`src/rtl/uart_pkg.sv`:
```
// ----------------------------------------------------------------------------
// uart_pkg
// Shared types and constants for the UART receive framer.
//   rx_state_e    : framer state encoding (3 bits). PARITY keeps its code even
//                   in builds without parity so encodings never shift.
//   DATA_BITS_MAX : widest supported data field.
//   LINE_IDLE     : level of the serial line when nothing is being sent.
// ----------------------------------------------------------------------------
package uart_pkg;

    localparam int   DATA_BITS_MAX = 8;
    localparam logic LINE_IDLE     = 1'b1;

    typedef enum logic [2:0] {
        IDLE   = 3'd0,
        START  = 3'd1,
        DATA   = 3'd2,
        PARITY = 3'd3,
        STOP   = 3'd4
    } rx_state_e;

endpackage

```
`src/rtl/uart_rx_sync.sv`:
```
// ----------------------------------------------------------------------------
// uart_rx_sync
// Brings the asynchronous serial line into the clk domain and flags the
// idle-to-start falling edge.
//   clk, rst_n : system clock, asynchronous active-low reset
//   rs232_rx   : raw serial line (idle high)
//   rx_s       : synchronized line level
//   fall       : one-cycle strobe, previous sample 1 and current sample 0
// All flops reset to the idle level so no phantom edge appears after reset.
// ----------------------------------------------------------------------------
module uart_rx_sync
    import uart_pkg::*;
#(
    parameter int SYNC_STAGES = 2
) (
    input  logic clk,
    input  logic rst_n,
    input  logic rs232_rx,
    output logic rx_s,
    output logic fall
);

    logic [SYNC_STAGES-1:0] sync_q, sync_d;
    logic                   prev_q, prev_d;

    always_comb begin
        sync_d = {sync_q[SYNC_STAGES-2:0], rs232_rx};
        prev_d = sync_q[SYNC_STAGES-1];
    end

    always_ff @(posedge clk or negedge rst_n) begin
        if (!rst_n) begin
            sync_q <= {SYNC_STAGES{LINE_IDLE}};
            prev_q <= LINE_IDLE;
        end else begin
            sync_q <= sync_d;
            prev_q <= prev_d;
        end
    end

    assign rx_s = sync_q[SYNC_STAGES-1];
    assign fall = prev_q & ~rx_s;

endmodule

```
`src/rtl/uart_rx_frame.sv`:
```
// ----------------------------------------------------------------------------
// uart_rx_frame
// UART receive framer driven by an external baud tick generator.
//   clk, rst_n : system clock, asynchronous active-low reset
//   rs232_rx   : serial line, idle high
//   bps_clk    : one-cycle mid-bit tick from the baud generator
//   bps_en     : enables the baud generator for the whole frame
//   rx_data    : last good byte, held until the next good frame
//   rx_valid   : one-cycle pulse when rx_data is updated
//   frame_err  : one-cycle pulse on false start, bad stop bit or bad parity
//   rx_busy    : high whenever the framer is not idle
// Build option: define RX_PARITY_EN to add a parity bit after the data bits
// (PARITY_ODD selects odd parity). Without it a frame is start+data+stop.
// ----------------------------------------------------------------------------
module uart_rx_frame
    import uart_pkg::*;
#(
    parameter int DATA_BITS   = 8,
    parameter int SYNC_STAGES = 2,
    parameter int PARITY_ODD  = 0
) (
    input  logic                 clk,
    input  logic                 rst_n,
    input  logic                 rs232_rx,
    input  logic                 bps_clk,
    output logic                 bps_en,
    output logic [DATA_BITS-1:0] rx_data,
    output logic                 rx_valid,
    output logic                 frame_err,
    output logic                 rx_busy
);

    localparam int CNT_W = $clog2(DATA_BITS + 1);

    // Reject configurations outside the supported ranges at elaboration.
    if (DATA_BITS < 5 || DATA_BITS > DATA_BITS_MAX) begin : g_bad_data_bits
        $error("uart_rx_frame: DATA_BITS out of range");
    end
    if (SYNC_STAGES < 2 || SYNC_STAGES > 3) begin : g_bad_sync_stages
        $error("uart_rx_frame: SYNC_STAGES out of range");
    end
    if (PARITY_ODD != 0 && PARITY_ODD != 1) begin : g_bad_parity_odd
        $error("uart_rx_frame: PARITY_ODD must be 0 or 1");
    end

    logic rx_s;
    logic fall;

    uart_rx_sync #(
        .SYNC_STAGES(SYNC_STAGES)
    ) u_sync (
        .clk     (clk),
        .rst_n   (rst_n),
        .rs232_rx(rs232_rx),
        .rx_s    (rx_s),
        .fall    (fall)
    );

    rx_state_e             state_q, state_d;
    logic                  bps_en_q, bps_en_d;
    logic [DATA_BITS-1:0]  rx_data_q, rx_data_d;
    logic                  rx_valid_q, rx_valid_d;
    logic                  frame_err_q, frame_err_d;
    logic [DATA_BITS-1:0]  shift_q, shift_d;
    logic [CNT_W-1:0]      bit_cnt_q, bit_cnt_d;
    logic                  parity_err;

`ifdef RX_PARITY_EN
    logic parity_err_q, parity_err_d;
    assign parity_err = parity_err_q;
`else
    assign parity_err = 1'b0;
`endif

    // Next-state and output logic; every sampling decision waits for bps_clk
    // except the falling-edge wakeup in IDLE.
    always_comb begin
        state_d     = state_q;
        bps_en_d    = bps_en_q;
        rx_data_d   = rx_data_q;
        rx_valid_d  = 1'b0;
        frame_err_d = 1'b0;
        shift_d     = shift_q;
        bit_cnt_d   = bit_cnt_q;
`ifdef RX_PARITY_EN
        parity_err_d = parity_err_q;
`endif
        case (state_q)
            IDLE: begin
                if (fall) begin
                    state_d  = START;
                    bps_en_d = 1'b1;
                end
            end
            START: begin
                if (bps_clk) begin
                    if (rx_s == 1'b0) begin
                        bit_cnt_d = '0;
`ifdef RX_PARITY_EN
                        parity_err_d = 1'b0;
`endif
                        state_d   = DATA;
                    end else begin
                        // Line bounced back high before mid-start: false start.
                        frame_err_d = 1'b1;
                        bps_en_d    = 1'b0;
                        state_d     = IDLE;
                    end
                end
            end
            DATA: begin
                if (bps_clk) begin
                    shift_d   = {rx_s, shift_q[DATA_BITS-1:1]};
                    bit_cnt_d = bit_cnt_q + 1'b1;
                    if (bit_cnt_q == CNT_W'(DATA_BITS - 1)) begin
`ifdef RX_PARITY_EN
                        state_d = PARITY;
`else
                        state_d = STOP;
`endif
                    end
                end
            end
            PARITY: begin
`ifdef RX_PARITY_EN
                if (bps_clk) begin
                    parity_err_d = ((^shift_q) ^ rx_s) != 1'(PARITY_ODD);
                    state_d      = STOP;
                end
`else
                // Unreachable without parity; recover to idle if ever entered.
                state_d  = IDLE;
                bps_en_d = 1'b0;
`endif
            end
            STOP: begin
                if (bps_clk) begin
                    bps_en_d = 1'b0;
                    state_d  = IDLE;
                    if (rx_s && !parity_err) begin
                        rx_data_d  = shift_q;
                        rx_valid_d = 1'b1;
                    end else begin
                        frame_err_d = 1'b1;
                    end
                end
            end
            default: begin
                state_d  = IDLE;
                bps_en_d = 1'b0;
            end
        endcase
    end

    always_ff @(posedge clk or negedge rst_n) begin
        if (!rst_n) begin
            state_q     <= IDLE;
            bps_en_q    <= 1'b0;
            rx_data_q   <= '0;
            rx_valid_q  <= 1'b0;
            frame_err_q <= 1'b0;
            shift_q     <= '0;
            bit_cnt_q   <= '0;
`ifdef RX_PARITY_EN
            parity_err_q <= 1'b0;
`endif
        end else begin
            state_q     <= state_d;
            bps_en_q    <= bps_en_d;
            rx_data_q   <= rx_data_d;
            rx_valid_q  <= rx_valid_d;
            frame_err_q <= frame_err_d;
            shift_q     <= shift_d;
            bit_cnt_q   <= bit_cnt_d;
`ifdef RX_PARITY_EN
            parity_err_q <= parity_err_d;
`endif
        end
    end

    assign bps_en    = bps_en_q;
    assign rx_data   = rx_data_q;
    assign rx_valid  = rx_valid_q;
    assign frame_err = frame_err_q;
    assign rx_busy   = (state_q != IDLE);

endmodule
```
`config.mk`:
```
export PLATFORM = sky130hd
export DESIGN_NAME = uart_rx_frame
export DESIGN_NICKNAME = d
export VERILOG_FILES = /design/src/rtl/uart_pkg.sv /design/src/rtl/uart_rx_sync.sv /design/src/rtl/uart_rx_frame.sv
export SDC_FILE = /design/constraint.sdc
export NUM_CORES = 1
export LEC_CHECK = 0
export ABC_AREA = 1
export CORE_MARGIN = 2
export CORE_UTILIZATION = 30
export CTS_CLUSTER_SIZE = 24
export DETAILED_ROUTE_END_ITERATION = 12
export GPL_ROUTABILITY_DRIVEN = 1
export GPL_TIMING_DRIVEN = 0
export MAX_ROUTING_LAYER = met4
export PLACE_DENSITY = 0.56
export SKIP_LAST_GASP = 1
export SLEW_MARGIN = 20
export SYNTH_ARGS = -nofsm -noshare
export SYNTH_HDL_FRONTEND = slang
export SYNTH_SLANG_ARGS = --single-unit
```
`constraint.sdc`:
```
create_clock -name clk -period 1.1 [get_ports clk]
set_input_delay 0.22 -clock clk [delete_from_list [all_inputs] [get_ports clk]]
set_output_delay 0.22 -clock clk [all_outputs]
set_load 0.03 [all_outputs]
```
Word-level counts from Yosys, hierarchy flattened. Index checks and enable logic that the tools add are counted. Widths: inputs -> output; s select.

Flip-flop bits (word level): 29. Input port bits: 4. Output and inout bits: 12. Word-level logic and storage cells: 54.

$add $sub $neg: 1. Equality and inequality tests: 11. Muxes and demuxes: 22. Bitwise logic cells: 3. Reductions and logical operators: 8.

Operators with widths (number): $mux 3 (5); $mux 4 (3); $ne 2x2->1 const B (6); $pmux 3 s4 (1); $reduce_and 5->1 (2); $mux 1 (9); $pmux 4 s2 (1); $add 4x1->4 const B (1); $eq 4x3->1 const B (1); $pmux 1 s4 (1); $reduce_and 4->1 (1); $eq 3x1->1 const B (1); $eq 3x2->1 const B (1); $eq 3x3->1 const B (1); $logic_not 3->1 (1); $reduce_and 3->1 (1); $reduce_bool 3->1 (1); $mux 2 (1); $ne 2x1->1 const B (1); $not 1->1 (2); $pmux 1 s2 (1); $reduce_and 2->1 (1); $reduce_bool 2->1 (1); $and 1x1->1 (1).

Longest topological paths before layout.
Depth in word-level cells: 4. Depth in mapped cells: 8. Gate-level depth less buffers: 8.

Cells and area by module. From an unflattened synthesis, not the netlist that was laid out.

Cell total of the unflattened synthesis: 136. Area, all modules: 1293.7 µm².

Modules (own cells, without submodules): uart_rx_frame (times used 1, cells an instance 131, area an instance 1204.9 µm², sequential area each 650.6 µm²); uart_rx_sync (times used 1, cells an instance 5, area an instance 88.8 µm², sequential area each 78.8 µm²).

Worst setup path after synthesis. No wires, ideal clock.

Path kind: register to register. From: register state_q[0]. To: register shift_q[7]. Setup time: 118 ps. Data arrival time: 1030 ps. Data required time: 982 ps. Path slack: -48 ps. Stages on the path, launching flop included: 8. Buffers on the path: 1. Clock period less this slack: 1148 ps. Path through: dfrtp_1 -> nor2_4 -> nand2_4 -> inv_4 -> nand2_4 -> buf_8 -> nand2_1 -> o21ai_2.

Word-level cells in the longest chain between the ends: 2.

RTL lines: from (decl) (line uart_rx_frame.sv:59) `rx_state_e state_q, state_d;`; from (signal assigned) (line uart_rx_frame.sv:168) `state_q <= state_d;`; $eq 3x2->1 (line uart_rx_frame.sv:88) `case (state_q)`; $reduce_and 2->1 (no source line); to (signal assigned) (line uart_rx_frame.sv:173) `shift_q <= shift_d;`; to (decl) (line uart_rx_frame.sv:64) `logic [DATA_BITS-1:0] shift_q, shift_d;`.

No other way between the ends. A chain may end at the register's enable or synchronous reset.

Worst setup path in the final report.
From: register u_sync.sync_q[1]. To: register state_q[0].

Word-level cells in the longest chain between the ends: 4.

RTL lines: from (decl) (line uart_rx_sync.sv:23) `logic [SYNC_STAGES-1:0] sync_q, sync_d;`; from (signal assigned) (line uart_rx_sync.sv:33) `sync_q <= {SYNC_STAGES{LINE_IDLE}};`; from (signal assigned) (line uart_rx_sync.sv:36) `sync_q <= sync_d;`; $not 1->1 (line uart_rx_sync.sv:42) `assign fall = prev_q & ~rx_s;`; $and 1x1->1 (line uart_rx_sync.sv:42); $ne 2x2->1 (no source line); $reduce_and 5->1 (no source line).

No other way between the ends.

==> results_dict.tcl <==
set metrics [dict create \
    outcome "complete, but fails checks" \
    violations "negative setup slack" \
    cp_slowest_cell "dfstp_2" \
    cts_tree "done" \
    post_drt_wl_per_cell_um 13.2 \
    synthDistinctLibCells 23 \
    yosys.area.top_type "dfrtp_1" \
    async_flop_share_pct 100 \
    crit_buf_inv 2 \
    yosys_most_used_dff "dfrtp_1" \
    rsz0062_at_grt "true" \
    dp_hpwl_mm 1.65 \
    worst_pin_slew_ns 0.652 \
    fin_crit_ns 1.26 \
    first_iter_violations 29 \
    htree_num_levels 2 \
    ant_nets 0 \
    vias 1031 \
    clock_path_buffers 2 \
    p_leak_uw 0.000953 \
    cts_buffers 5 \
    grt_max_degree 30 \
    initial_core_util_pct 31.8 \
    yosysWarnings 0 \
    die_x_um 69.5 \
    fillers 383 \
    critPathLaunchType "flop" \
    skew_ns 0.00612 \
    place_ws_ns -0.430 \
    cts.sinks 29 \
    ys_ff_latch 29 \
    synth_edf_count 0 \
    nets 177 \
    slew_headroom_pct 56.5 \
    root_buffer "clkbuf_8" \
    finalSetupViolations 27 \
    track_usage_pct 14.2 \
    synth_area_leaders "dfrtp_1, nand2_1, o21ai_2" \
    synth_area_sq_um 1290 \
    placed_cell_area_sq_um 1510 \
    path_class "flop to flop" \
    cp_cell_sequence "inv_2, nand2_1, nand3_1, nand2_2, inv_2, nand4_1, nand2_1" \
    path_delay_family "flip-flops" \
    finalPower_uw 4370 \
    port_buffers 15 \
    area_growth_pct 52.3 \
    yosys.area.top_type_share_pct 50.5 \
    drtPass1Iterations 4 \
    insertedDiodeCount 0 \
    hold_viol_final 0 \
    path_max_fanout 5 \
    syn_inst 130 \
    fp.dieH_um 69.5 \
    critPathArrivalTime_ns 1.43 \
    final_util_pct 48.4 \
    pin_count 16 \
    powerDensity_nw_per_um2 2230 \
    drt_wl_total_mm 2.94 \
    grt_pass1_wl_mm 5.22 \
    design_area_sq_um 1960 \
    drv_slew 0 \
    row_count 23 \
    max_stage_delay_ns 0.60 \
    cp-end-kind "flop" \
    clk-insertion-delay-late_ns 0.28 \
    avgViaCountPerCell 4.62 \
    timing.final.crit_share_pct 115 \
    worstPathRequired_ns 1.27 \
    yosysSeqAreaShare_pct 56.6 \
    grt_overflow_total 0 \
    synth_nets 135 \
    die-area_sq_um 4840 \
    finalSetupTns_ns -3.59 \
    drc 0 \
    synth.avg_cell_area_sq_um 9.91 \
    drv_cap 0 \
    hold_path.class "primary input to flop" \
    grt_pass1_vias 1128 \
    setup_ws_ns -0.162 \
    antenna_found_initial 0 \
    path_clk_slew_ns 0.06 \
    routabilityCongestion 0.792 \
    peakVddDrop_mv 1.05 \
    clock.fmax_mhz 793 \
    layout-drive-gt1-share_pct 58.4 \
    core_area_sq_um 4060 \
]
## per-stage QoR
step / hold WS [ns] / std cells
global route: 0.361 / 223
finish: 0.345 / 223
CTS: 0.343 / 218
floorplan: -0.0756 / 130
detailed placement: 0.289 / 195
global placement: 0.348 / 195
## worst register-to-register path, stage by stage (launching register included)
cell and delay, ns:
dfstp_2 0.60, inv_2 0.07, nand2_1 0.06, nand3_1 0.11, nand2_2 0.11, inv_2 0.05, nand4_1 0.08, nand2_1 0.07
## cells in the mapped netlist (2+ instances only)
cell type   n
nor2_1      2
nand4_1     2
inv_2       2
nand3_2     2
dfrtp_1    26
nand2_1    40
xor2_1      2
inv_1      13
dfstp_2     3
o21ai_2    14
a21oi_1     2
o21ai_1     4
nand3_1     6
nand2_4     3
## area by class of cell
type                       count  area [sq um]  area share (%)
tap                           50          62.6            3.19
buffer                         2          35.0            1.78
clock buffer                   8          90.1            4.59
multi-input combinational     83           624            31.8
timing repair buffer          34           342            17.4
inverter                      17          80.1            4.08
sequential                    29           729            37.2
## registers in the layout (all words and copies together), names as in the netlist
| name | flops |
|---|---|
| rx_data | 8 |
| shift_q | 8 |
| bit_cnt_q | 4 |
| state_q | 3 |
| u_sync.sync_q | 2 |
| bps_en | 1 |
| frame_err | 1 |
| rx_valid | 1 |
| u_sync.prev_q | 1 |
## what timing repair did
item | in CTS | in global routing
gates resized for setup | 96 | 33
gates cloned | 3 | 0
pin swaps | 6 | 11
hold buffers | 1 | 0
endpoints found under the setup margin | 36 | 30
endpoints found under the hold margin | 26 | 0
buffers inserted | 11 | 5
## layer usage
layer	track usage, %	vias to the layer above	part of all wire (%)
li1	-	500	-
met1	16.5	503	43
met2	22.8	19	51
met3	3.20	9	3.8
met4	7.63	0	2.2
met5	-	-	0
## where the power goes
group          total (uW)  switching, uW  internal [uW]
sequential           1460            180           1280
combinational        2000           1100            898
clock                 909            400            509
total                4370           1680           2690
## final timing paths
| check | slack, ns | cells after the start | startpoint | end |
|---|---|---|---|---|
| max | -0.16 | 7 | u_sync.sync_q[1] | state_q[0] |
| min | 0.35 | 1 | rs232_rx | u_sync.sync_q[0] |
| max reg2reg | -0.16 | 7 | u_sync.sync_q[1] | state_q[0] |
| min reg2reg | 0.36 | 0 | u_sync.sync_q[0] | u_sync.sync_q[1] |
| max in group asynchronous | 0.17 | 2 | rst_n | state_q[2] |
| min in group asynchronous | 0.50 | 2 | rst_n | frame_err |
## placed cells by master (no fill, tap or decap), drive strengths merged
cell	netlist	final
buf	2	33
ha	1	1
clkbuf	0	9
xor2	2	2
a21oi	2	2
nand2	44	45
nand4	2	2
dlygate4sd3	0	1
nor2	3	3
clkinv	1	2
o21ai	19	19
clkdlybuf4s50	0	1
nand3	8	8
inv	16	15
dfstp	3	3
dfrtp	26	26
nand3b	1	1
## logic make-up (layout without fill, tap and decap cells)
family	after synthesis	in the layout	synth area share [%]
compound gates	21	21	12.2
xor+xnor	2	2	1.36
fa+ha+maj	1	1	0.971
buf+inv	19	61	7.18
flops	29	29	56.6
simple gates	58	59	21.7
Power figures use the tool's default switching activity.
